===== src/rtl/autenticacao_pkg.sv =====
// Shared definitions for the authentication controller slice.
//   estado_t        : controller state encoding (2 bits)
//   NIVEL_*         : encoded access levels driven on nivel
//   LARGURA_CODIGO  : width of the entered code / comparator inputs A..F
//   LARGURA_AUT     : width of the comparator authorization vector
//   codifica_nivel  : priority encoder aut -> nivel (AUT3 highest)
package autenticacao_pkg;

  localparam int LARGURA_CODIGO = 6;
  localparam int LARGURA_AUT    = 3;

  typedef enum logic [1:0] {
    OCIOSO    = 2'd0,
    AVALIA    = 2'd1,
    LIBERADO  = 2'd2,
    BLOQUEADO = 2'd3
  } estado_t;

  localparam logic [1:0] NIVEL_NENHUM = 2'd0;
  localparam logic [1:0] NIVEL_1      = 2'd1;
  localparam logic [1:0] NIVEL_2      = 2'd2;
  localparam logic [1:0] NIVEL_3      = 2'd3;

  // Highest matched level wins: aut[2] (AUT3) over aut[1] over aut[0].
  function automatic logic [1:0] codifica_nivel(input logic [LARGURA_AUT-1:0] aut);
    logic [1:0] nivel;
    nivel = NIVEL_NENHUM;
    if (aut[2])      nivel = NIVEL_3;
    else if (aut[1]) nivel = NIVEL_2;
    else if (aut[0]) nivel = NIVEL_1;
    return nivel;
  endfunction

endpackage


===== src/rtl/temporizador_descendente.sv =====
// Loadable down-counter used for both the access window and the lockout.
//   clk, rst     : clock, asynchronous active-high reset (count -> 0)
//   carga        : load valor_carga this cycle (has priority over habilita)
//   valor_carga  : value to load
//   habilita     : count down by one per cycle, saturating at zero
//   zero         : count is zero
module temporizador_descendente #(
  parameter int LARGURA = 4
) (
  input  logic               clk,
  input  logic               rst,
  input  logic               carga,
  input  logic [LARGURA-1:0] valor_carga,
  input  logic               habilita,
  output logic               zero
);

  logic [LARGURA-1:0] valor;

  always_ff @(posedge clk or posedge rst) begin
    if (rst) begin
      valor <= '0;
    end else if (carga) begin
      valor <= valor_carga;
    end else if (habilita && (valor != '0)) begin
      valor <= valor - LARGURA'(1);
    end
  end

  assign zero = (valor == '0);

endmodule


===== src/rtl/controlador_autenticacao.sv =====
// Sequential controller in front of the external combinational comparator.
// Captures the entered code on confirma, evaluates the returned aut vector one
// cycle later, grants a timed access window at the highest matched level,
// counts consecutive failures and enforces a timed lockout.
//   clk, rst   : clock, asynchronous active-high reset
//   entradas   : raw code {A..F}, A = bit 5
//   confirma   : attempt request (level-sensitive, sampled each edge)
//   cancela    : closes the access window / discards a request in OCIOSO
//   codigo     : registered code driven to the comparator
//   aut        : comparator result {AUT3,AUT2,AUT1}, combinational from codigo
//   liberado   : access granted
//   nivel      : granted level (0 when not granted)
//   negado     : one-cycle pulse per failed attempt
//   bloqueado  : lockout active
//   falhas     : consecutive failed attempts
//   estado     : current FSM state, for debug/observation
//
// Handshake: there is no ready; a request is taken whenever the FSM is in
// OCIOSO at a rising edge with confirma=1 and cancela=0. Requests in any other
// state are dropped, not queued.
module controlador_autenticacao
  import autenticacao_pkg::*;
#(
  parameter int MAX_FALHAS  = 3,
  parameter int LIB_CICLOS  = 8,
  parameter int BLOQ_CICLOS = 16
) (
  input  logic                               clk,
  input  logic                               rst,
  input  logic [LARGURA_CODIGO-1:0]          entradas,
  input  logic                               confirma,
  input  logic                               cancela,
  output logic [LARGURA_CODIGO-1:0]          codigo,
  input  logic [LARGURA_AUT-1:0]             aut,
  output logic                               liberado,
  output logic [1:0]                         nivel,
  output logic                               negado,
  output logic                               bloqueado,
  output logic [$clog2(MAX_FALHAS+1)-1:0]    falhas,
  output logic [1:0]                         estado
);

  localparam int LARGURA_FALHAS = $clog2(MAX_FALHAS + 1);
  localparam int MAX_CICLOS     = (LIB_CICLOS > BLOQ_CICLOS) ? LIB_CICLOS : BLOQ_CICLOS;
  localparam int LARGURA_TEMP   = (MAX_CICLOS > 1) ? $clog2(MAX_CICLOS) : 1;

  localparam logic [1:0] EST_OCIOSO    = 2'(OCIOSO);
  localparam logic [1:0] EST_AVALIA    = 2'(AVALIA);
  localparam logic [1:0] EST_LIBERADO  = 2'(LIBERADO);
  localparam logic [1:0] EST_BLOQUEADO = 2'(BLOQUEADO);

  // The timer is loaded with N-1 so the output stays high for exactly N cycles:
  // the exit edge is the one that sees zero.
  localparam logic [LARGURA_TEMP-1:0] CARGA_LIB  = LARGURA_TEMP'(LIB_CICLOS - 1);
  localparam logic [LARGURA_TEMP-1:0] CARGA_BLOQ = LARGURA_TEMP'(BLOQ_CICLOS - 1);

  logic                    aut_ok;
  logic                    falha_final;
  logic                    temp_carga;
  logic [LARGURA_TEMP-1:0] temp_valor_carga;
  logic                    temp_habilita;
  logic                    temp_zero;

  assign aut_ok      = (aut != '0);
  assign falha_final = ((int'(falhas) + 1) >= MAX_FALHAS);

  always_comb begin
    temp_carga       = 1'b0;
    temp_valor_carga = CARGA_LIB;
    temp_habilita    = 1'b0;
    if (estado == EST_AVALIA) begin
      temp_carga       = aut_ok || falha_final;
      temp_valor_carga = aut_ok ? CARGA_LIB : CARGA_BLOQ;
    end
    if ((estado == EST_LIBERADO) || (estado == EST_BLOQUEADO)) begin
      temp_habilita = 1'b1;
    end
  end

  temporizador_descendente #(
    .LARGURA (LARGURA_TEMP)
  ) u_temporizador (
    .clk         (clk),
    .rst         (rst),
    .carga       (temp_carga),
    .valor_carga (temp_valor_carga),
    .habilita    (temp_habilita),
    .zero        (temp_zero)
  );

  always_ff @(posedge clk or posedge rst) begin
    if (rst) begin
      estado    <= EST_OCIOSO;
      codigo    <= '0;
      liberado  <= 1'b0;
      nivel     <= NIVEL_NENHUM;
      negado    <= 1'b0;
      bloqueado <= 1'b0;
      falhas    <= '0;
    end else begin
      negado <= 1'b0;
      case (estado)
        EST_OCIOSO: begin
          // cancela wins over confirma.
          if (confirma && !cancela) begin
            codigo <= entradas;
            estado <= EST_AVALIA;
          end
        end

        EST_AVALIA: begin
          // codigo has had a full cycle to propagate through the comparator.
          if (aut_ok) begin
            nivel    <= codifica_nivel(aut);
            liberado <= 1'b1;
            falhas   <= '0;
            estado   <= EST_LIBERADO;
          end else if (falha_final) begin
            negado    <= 1'b1;
            bloqueado <= 1'b1;
            falhas    <= LARGURA_FALHAS'(MAX_FALHAS);
            estado    <= EST_BLOQUEADO;
          end else begin
            negado <= 1'b1;
            falhas <= falhas + LARGURA_FALHAS'(1);
            estado <= EST_OCIOSO;
          end
        end

        EST_LIBERADO: begin
          if (temp_zero || cancela) begin
            liberado <= 1'b0;
            nivel    <= NIVEL_NENHUM;
            estado   <= EST_OCIOSO;
          end
        end

        EST_BLOQUEADO: begin
          if (temp_zero) begin
            bloqueado <= 1'b0;
            falhas    <= '0;
            estado    <= EST_OCIOSO;
          end
        end

        default: estado <= EST_OCIOSO;
      endcase
    end
  end

endmodule


===== config.mk =====
export PLATFORM = sky130hd
export DESIGN_NAME = controlador_autenticacao
export DESIGN_NICKNAME = d
export VERILOG_FILES = /design/src/rtl/autenticacao_pkg.sv /design/src/rtl/temporizador_descendente.sv /design/src/rtl/controlador_autenticacao.sv
export SDC_FILE = /design/constraint.sdc
export NUM_CORES = 1
export LEC_CHECK = 0
export ABC_CLOCK_PERIOD_IN_PS = 2260
export CAP_MARGIN = 25
export CELL_PAD_IN_SITES_DETAIL_PLACEMENT = 1
export CELL_PAD_IN_SITES_GLOBAL_PLACEMENT = 1
export CORE_MARGIN = 2
export CORE_UTILIZATION = 30
export CTS_CLUSTER_SIZE = 10
export DETAILED_ROUTE_END_ITERATION = 8
export HOLD_SLACK_MARGIN = 0.05
export PLACE_DENSITY = 0.71
export RECOVER_POWER = 100
export REMOVE_ABC_BUFFERS = 1
export SLEW_MARGIN = 10
export SYNTH_ARGS = -nofsm -noshare
export SYNTH_HDL_FRONTEND = slang
export SYNTH_SLANG_ARGS = --single-unit

===== constraint.sdc =====
create_clock -name clk -period 2.26 [get_ports clk]
set_input_delay 0.339 -clock clk [delete_from_list [all_inputs] [get_ports clk]]
set_output_delay 0.339 -clock clk [all_outputs]
set_load 0.05 [all_outputs]

==> flow_metrics.py, run 1 <==
metrics = {
    "synth": {
        "yosysTopAreaCellShare": 0.532,
        "synth_most_common_cell": "dfrtp_1",
        "synth-seq-cells": 19,
        "syn_area_sq_um": 893,
        "seq_area_frac_synth": 0.532,
        "synth_area_leaders": "dfrtp_1 (53%), mux2_2 (7.6%), a21oi_1 (3.9%)",
        "netlist_top_cells_count": "dfrtp_1 (19), nand2_1 (8), a21oi_1 (7)",
        "synthDistinctLibCells": 27,
        "syn_inst": 82,
        "synth_ff_type": "dfrtp_1",
        "synth-edff-count": 0,
        "yosysTopAreaCell": "dfrtp_1",
        "synth-async-reset-ratio": 1.00,
        "avgSynthCellArea_sq_um": 10.9,
        "ys_warn_count": 0,
    },
    "worst_setup_path": {
        "critical_path.reg2reg.endpoint": "codigo[4]",
        "critPathLaunchType": "register",
        "cp_slowest_cell": "dlygate4sd3_1",
        "crit_path_end_kind": "output port",
        "cp_num_buf_inv": 1,
        "ff2ff_setup_slack_ps": 350,
        "path_delay_family": "buffers and inverters",
        "worstRegToRegCells": 3,
        "worstSetupPathType": "reg -> out",
        "critical-path-max-stage-delay_ps": 900,
        "timing.rr.start": "estado[1]",
        "path_cells": "dlygate4sd3_1",
        "crit_required_ps": 1920,
        "worstPathMaxFanout": 6,
        "cp.depth": 1,
        "worstPathArrival_ps": 1650,
    },
    "worst_hold_path": {
        "min_from": "bloqueado",
        "holdPathStages": 1,
        "hold_path_class": "reg -> reg",
        "min_to": "bloqueado",
    },
    "clock_network": {
        "cts_buffers": 3,
        "cts_hold_buffers": 0,
        "clk_latency_ps": 300,
        "cts_resized": 0,
        "cts_tree": "yes",
        "cts_buffer_depth": 2,
        "post_cts_buffers": 0,
        "cts-htree-levels": 1,
        "cts_num_sinks": 19,
        "clk_pin_slew_ps": 110,
        "clock_tree.root_cell": "clkbuf_4",
    },
    "global_route": {
        "grt_first_pass_wirelength_microns": 3390,
        "grt_use_total": 0.131,
        "grt_pass1_vias": 759,
        "busiest_layer": "met2",
        "met2_usage": 0.233,
        "antenna_found_initial": 0,
        "met1_usage": 0.150,
        "grt_overflow": 0,
        "grtUsageMet3": 0.0308,
        "grt_max_degree": 20,
    },
    "sta": {
        "hold_viol_final": 0,
        "tns_ps": 0,
        "rsz0062_at_grt": "no",
        "worst_hold_slack_ps": 491,
        "slew_headroom": 0.460,
        "setup_viol": 0,
        "worst_clock_skew_ps": 2.42,
        "clock.fmax_ghz": 0.503,
        "fin_crit_sh": 0.879,
        "tightestPinTransition_ps": 808,
        "final_max_slew_viol_count": 0,
        "period_minus_slack_ps": 1990,
    },
    "placement": {
        "io_buffers": 27,
        "dp_hpwl_microns": 1610,
        "gp_congestion": 0.704,
        "dp_cells": 140,
        "place_area_sq_um": 1190,
    },
    "flow_run": {
        "max-cap-violations": 0,
    },
    "detailed_routing": {
        "drc": 0,
        "drtAntennaViolNets": 0,
        "drtIter0Drc": 2,
        "dr.pass1.iters": 2,
        "wl_per_cell_microns": 14.1,
        "vias": 722,
        "drt-total-wl_microns": 2030,
        "vias_per_cell": 5.01,
    },
    "layout": {
        "area_growth_pct": 34.3,
        "drive_above_1_share": 0.106,
        "fin_cells": 144,
        "nFillCells": 339,
        "fin_area_sq_um": 1200,
        "fin_nets": 128,
        "multi_input_area_sq_um": 359,
        "register_area_sq_um": 475,
        "n_antenna_cell": 0,
    },
    "die": {
        "start_util": 0.321,
        "pin_count": 28,
        "rows": 19,
        "die_w_microns": 58.6,
        "die_area_sq_um": 3430,
        "core-area_sq_um": 2780,
        "fp.dieH_microns": 58.6,
    },
    "pwr": {
        "pwr_density_cell_nw_per_um2": 1500,
        "ir_worst_vdd_v": 0.000928,
        "p_leak_nw": 0.534,
        "p_total_mw": 1.80,
    },
    "run_status": {
        "status": "finished, final reports clean",
    },
}
==> cell families after synthesis <==
family	synth area share
AND/OR/NAND/NOR	0.189
AO/OA/AOI/OAI	0.132
flip-flops	0.532
buffers and inverters	0.0462
multiplexers	0.0868
adder cells (fa/ha/maj)	0.0140
==> per-layer routing <==
metal,part of all wire,routed length (microns)
met1,0.41,830
met2,0.53,1080
met3,0.044,89
met4,0.012,25
met5,0,0
==> per-stage QoR <==
step / worst slack, ps / util
floorplan: 607 / -
CTS: 291 / 0.439
global placement: 442 / 0.430
detailed placement: 411 / 0.430
finish: 272 / 0.431
global route: 229 / 0.431
==> cells in the final DEF, fill, tap and decap left out <==
cell type / Yosys / layout
dfrtp_1: 19 / 19
dlygate4sd3_1: 0 / 17
clkdlybuf4s50_1: 0 / 10
nand2_1: 8 / 8
a21oi_1: 7 / 7
mux2_2: 6 / 6
o21ai_0: 5 / 6
inv_1: 5 / 5
nor2_1: 4 / 4
nand3_1: 4 / 4
nor3_1: 3 / 3
nor2b_1: 3 / 3
clkbuf_4: 0 / 3
clkbuf_1: 0 / 2
mux2i_1: 1 / 1
nor3b_1: 0 / 1
or2b_1: 1 / 1
a21boi_0: 1 / 1
or3_1: 1 / 1
and2b_1: 1 / 1
o21a_1: 1 / 1
nor4b_2: 0 / 1
and3_1: 1 / 1
o2bb2ai_1: 1 / 1
a21o_1: 1 / 1
and2_1: 1 / 1
a211o_2: 1 / 1
o211ai_1: 1 / 1
ha_1: 1 / 1
buf_4: 0 / 1
==> worst max path at each step <==
stage	start	endpoint	slack, ps
floorplan	estado[1]	estado[0]	610
finish	falhas[1]	falhas[1]	270
CTS	falhas[1]	falhas[1]	290
global placement	cancela	codigo[1]	440
detailed placement	cancela	codigo[4]	410
global route	falhas[1]	falhas[1]	230
==> cell type report <==
type,count,share of cell area
clock buffers,4,0.0219
inverters,5,0.0156
multi-input cells,56,0.299
flip-flops and latches,19,0.396
well taps,31,0.0323
repair buffers,29,0.235
==> flip-flops by register name, summed over array words and instances, names as in the netlist <==
register              count
bloqueado                 1
codigo                    6
estado                    2
falhas                    2
liberado                  1
negado                    1
nivel                     2
u_temporizador.valor      4
==> where the power goes <==
group	leakage, nW	internal [mW]	switching, mW
clock network	0.0150	0.0687	0.107
logic	0.293	0.350	0.690
registers	0.226	0.492	0.0939
total	0.534	0.910	0.891
(Power assumes the default switching activity.)
==> run 2: changes to the inputs <==
- CELL_PAD_IN_SITES_DETAIL_PLACEMENT: 1 -> not set
- CELL_PAD_IN_SITES_GLOBAL_PLACEMENT: 1 -> not set
- PLACE_DENSITY: 0.71 -> 0.58
==> flow_metrics.py, run 2 (synthesis results as in run 1) <==
metrics = {
    "run_status": {
        "status": "finished, final reports clean",
    },
    "layout": {
        "area_growth_pct": 34.3,
        "n_antenna_cell": 0,
        "final_common_cell": "dfrtp_1",
        "register_area_sq_um": 475,
        "drive_above_1_share": 0.116,
        "largest_reg_flops": 6,
        "multi_input_area_sq_um": 359,
        "largestRegisters": "codigo x6, u_temporizador.valor x4",
        "fin_util": 0.431,
        "nFillCells": 275,
        "fin_cells": 143,
        "final_cell_mix": "dfrtp_1 (19), dlygate4sd3_1 (15), clkdlybuf4s50_1 (12)",
        "largest-register": "codigo",
        "fin_nets": 127,
    },
    "detailed_routing": {
        "vias_per_cell": 5.10,
        "dr.pass1.iters": 4,
        "drtIter0Drc": 28,
        "maxUsedRoutingLayer": "met4",
        "met2_length_microns": 944,
        "vias": 729,
        "drt-total-wl_microns": 1920,
        "drc": 0,
        "routedLengthMet1_microns": 831,
        "drtAntennaViolNets": 0,
        "wl_per_cell_microns": 13.4,
        "wl_met3_microns": 121,
    },
    "worst_setup_path": {
        "critPathLaunchType": "register",
        "worstRegToRegCells": 6,
        "path_cells": "clkdlybuf4s50_1",
        "worstPathArrival_ps": 1740,
        "ff2ff_setup_slack_ps": 390,
        "worstPathMaxFanout": 11,
        "path_delay_family": "buffers and inverters",
        "cp-endpoint": "estado[0]",
        "cp_num_buf_inv": 1,
        "crit_required_ps": 1920,
        "crit_path_start": "estado[0]",
        "worstSetupPathType": "reg -> out",
        "critical-path-max-stage-delay_ps": 870,
        "cp.depth": 1,
        "crit_path_end_kind": "output port",
        "cp_slowest_cell": "clkdlybuf4s50_1",
        "timing.rr.start": "u_temporizador.valor[0]",
        "critical_path.reg2reg.endpoint": "falhas[0]",
    },
    "die": {
        "fp.dieH_microns": 58.6,
        "core-area_sq_um": 2780,
        "die_area_sq_um": 3430,
        "start_util": 0.321,
        "rows": 19,
        "die_w_microns": 58.6,
        "pin_count": 28,
    },
    "global_route": {
        "grt_use_total": 0.127,
        "grt_max_degree": 20,
        "grt_overflow": 0,
        "antenna_found_initial": 0,
        "grt_first_pass_wirelength_microns": 3200,
        "grt_pass1_vias": 735,
    },
    "flow_run": {
        "max-cap-violations": 0,
    },
    "sta": {
        "clock.fmax_ghz": 0.481,
        "fin_crit_sh": 0.919,
        "tightestPinTransition_ps": 793,
        "worst_hold_slack_ps": 488,
        "timing.final.ws_setup_ps": 182,
        "period_minus_slack_ps": 2080,
        "setup_viol": 0,
        "final_max_slew_viol_count": 0,
        "worst_clock_skew_ps": 8.95,
        "tns_ps": 0,
        "hold_viol_final": 0,
        "rsz0062_at_grt": "no",
        "slew_headroom": 0.470,
    },
    "placement": {
        "gp_congestion": 0.798,
        "dp_hpwl_microns": 1420,
        "dp_cells": 139,
        "io_buffers": 27,
        "place_ws_ps": 424,
    },
    "clock_network": {
        "clk_pin_slew_ps": 120,
        "cts-htree-levels": 1,
        "cts_hold_buffers": 0,
        "cts_num_sinks": 19,
        "cts_resized": 0,
        "post_cts_buffers": 0,
        "cts_tree": "yes",
        "cts_buffers": 3,
        "clk_latency_ps": 300,
        "clock_tree.root_cell": "clkbuf_4",
        "cts_buffer_depth": 2,
    },
    "pwr": {
        "ir_worst_vdd_v": 0.00102,
        "p_leak_nw": 0.529,
        "pwr_density_cell_nw_per_um2": 1490,
    },
    "worst_hold_path": {
        "hold_path_class": "reg -> reg",
        "min_from": "liberado",
    },
}
## run 2: layout make-up
type	instances	share of cell area
clock buffers	3	0.0188
clock inverters	1	0.00626
inverters	5	0.0156
multi-input cells	56	0.299
flip-flops and latches	19	0.396
well taps	31	0.0323
repair buffers	28	0.231
## run 2: routing by layer
metal  up-vias  GRT usage
met5         -          0
met4         0     0.0519
met3         4     0.0549
met2        24      0.220
met1       355      0.134
li1        346          -
## run 2: where the power goes
part	internal, mW	total (mW)	leakage, nW	switching [mW]
combinational	0.349	1.01	0.289	0.666
sequential	0.491	0.599	0.226	0.107
clock	0.0675	0.177	0.0139	0.110
## run 2: worst min-delay path by stage
stage / endpoint / slack, ps / cells past startpoint
floorplan: bloqueado / 290 / 1
global placement: liberado / 470 / 2
detailed placement: liberado / 470 / 2
CTS: liberado / 460 / 2
global route: liberado / 520 / 2
finish: liberado / 490 / 2
## run 2: metrics by stage
step	power, mW	instance area, sq um
final	1.79	1200
after global routing	1.92	1200
after CTS	1.87	1220
after detailed placement	1.69	1190
after global placement	1.67	1190
after floorplan	1.33	871
## run 2: worst reg2reg max path, delay by kind of cell (launching register included)
kind                       cells  cell delay (ps)
DFF                            1              410
and+or+nand+nor                2              800
adders and majority gates      1              160
buffers and inverters          1               80
AOI/OAI and AO/OA              2              310
==> run 3: changes to the inputs <==
- CORE_MARGIN: 2 -> not set
==> flow_metrics.py, run 3 (synthesis results as in run 1) <==
metrics = {
    "pwr": {
        "ir_worst_vdd_v": 0.000901,
        "p_leak_nw": 0.531,
        "pwr_density_cell_nw_per_um2": 1480,
    },
    "sta": {
        "final_max_slew_viol_count": 0,
        "tightestPinTransition_ps": 780,
        "rsz0062_at_grt": "no",
        "tns_ps": 0,
        "slew_headroom": 0.478,
        "hold_viol_final": 0,
        "period_minus_slack_ps": 2120,
        "clock.fmax_ghz": 0.473,
        "fin_crit_sh": 0.936,
        "worst_clock_skew_ps": 8.35,
        "setup_viol": 0,
    },
    "layout": {
        "fin_nets": 127,
        "area_growth_pct": 33.6,
        "largest-register": "codigo",
        "fin_area_sq_um": 1190,
        "largest_reg_flops": 6,
        "drive_above_1_share": 0.107,
        "n_antenna_cell": 0,
        "final_common_cell": "dfrtp_1",
        "largestRegisters": "codigo x6, u_temporizador.valor x4",
        "final_cell_mix": "dfrtp_1 (19), dlygate4sd3_1 (16), clkdlybuf4s50_1 (11)",
    },
    "clock_network": {
        "clk_latency_ps": 290,
        "clk_pin_slew_ps": 110,
        "cts_num_sinks": 19,
        "cts-htree-levels": 1,
        "clock_tree.root_cell": "clkbuf_4",
        "cts_buffers": 3,
        "cts_hold_buffers": 0,
        "cts_buffer_depth": 2,
        "post_cts_buffers": 0,
        "cts_tree": "yes",
        "cts_resized": 0,
    },
    "worst_hold_path": {
        "min_to": "bloqueado",
        "min_from": "bloqueado",
        "holdPathStages": 1,
        "hold_path_class": "reg -> reg",
    },
    "detailed_routing": {
        "vias_per_cell": 4.93,
        "drt-total-wl_microns": 1730,
        "drc": 0,
        "drtAntennaViolNets": 0,
        "vias": 705,
        "drtIter0Drc": 10,
        "dr.pass1.iters": 4,
        "wl_per_cell_microns": 12.1,
    },
    "worst_setup_path": {
        "critPathLaunchType": "register",
        "timing.rr.start": "estado[1]",
        "critical-path-max-stage-delay_ps": 940,
        "worstSetupPathType": "reg -> out",
        "worstPathArrival_ps": 1780,
        "crit_path_end_kind": "output port",
        "crit_required_ps": 1920,
        "worstPathMaxFanout": 11,
        "worstRegToRegCells": 3,
        "ff2ff_setup_slack_ps": 360,
        "cp_num_buf_inv": 1,
        "path_cells": "dlygate4sd3_1",
        "path_delay_family": "buffers and inverters",
        "cp_slowest_cell": "dlygate4sd3_1",
        "critical_path.reg2reg.endpoint": "codigo[4]",
    },
    "placement": {
        "dp_hpwl_microns": 1330,
        "gp_congestion": 0.815,
        "place_area_sq_um": 1190,
        "io_buffers": 27,
    },
    "die": {
        "die_area_sq_um": 3200,
        "die_w_microns": 56.6,
        "core-area_sq_um": 2780,
        "pin_count": 28,
        "start_util": 0.321,
        "fp.dieH_microns": 56.6,
        "rows": 19,
    },
    "global_route": {
        "grt_max_degree": 20,
        "grt_pass1_vias": 685,
        "grt_first_pass_wirelength_microns": 3060,
        "grt_use_total": 0.125,
        "antenna_found_initial": 0,
        "grt_overflow": 0,
    },
    "run_status": {
        "status": "finished, final reports clean",
    },
    "flow_run": {
        "max-cap-violations": 0,
    },
}
run 3: worst max path at each step:
stage	start	slack, ps	end	depth (start not counted)
2_1_floorplan	estado[1]	610	estado[0]	3
3_3_place_gp	cancela	430	codigo[3]	3
3_5_place_dp	cancela	410	codigo[2]	3
4_1_cts	estado[0]	150	estado[0]	1
5_1_grt	estado[0]	80	estado[0]	1
6_report	estado[0]	140	estado[0]	1
run 3: cell type report:
type                            count  area [sq um]
Fill cell                         270          1590
Sequential cell                    19           475
Multi-Input combinational cell     56           359
Timing Repair Buffer               28           274
Tap cell                           31          38.8
Clock buffer                        3          22.5
Inverter                            5          18.8
Clock inverter                      1          5.00
run 3: through the flow:
stage / power, mW / setup slack [ps] / hold slack (ps) / util / instances
finish: 1.76 / 144 / 481 / 0.429 / 143
global placement: 1.67 / 426 / 468 / 0.427 / 139
CTS: 1.86 / 151 / 477 / 0.437 / 143
global route: 1.88 / 82.4 / 513 / 0.429 / 143
detailed placement: 1.68 / 406 / 468 / 0.427 / 139
floorplan: 1.33 / 607 / 290 / - / 80
run 3: where the power goes:
group / internal, mW / switching, mW / leakage, nW
logic: 0.340 / 0.660 / 0.288
registers: 0.492 / 0.104 / 0.226
clock network: 0.0658 / 0.102 / 0.0177
total: 0.897 / 0.867 / 0.531
run 3: metal layers:
metal,up-vias,wire length [microns],track usage
met4,0,23,0.0627
met2,20,769,0.183
met1,334,846,0.168
met3,2,94,0.0369
li1,349,-,-
met5,-,0,0
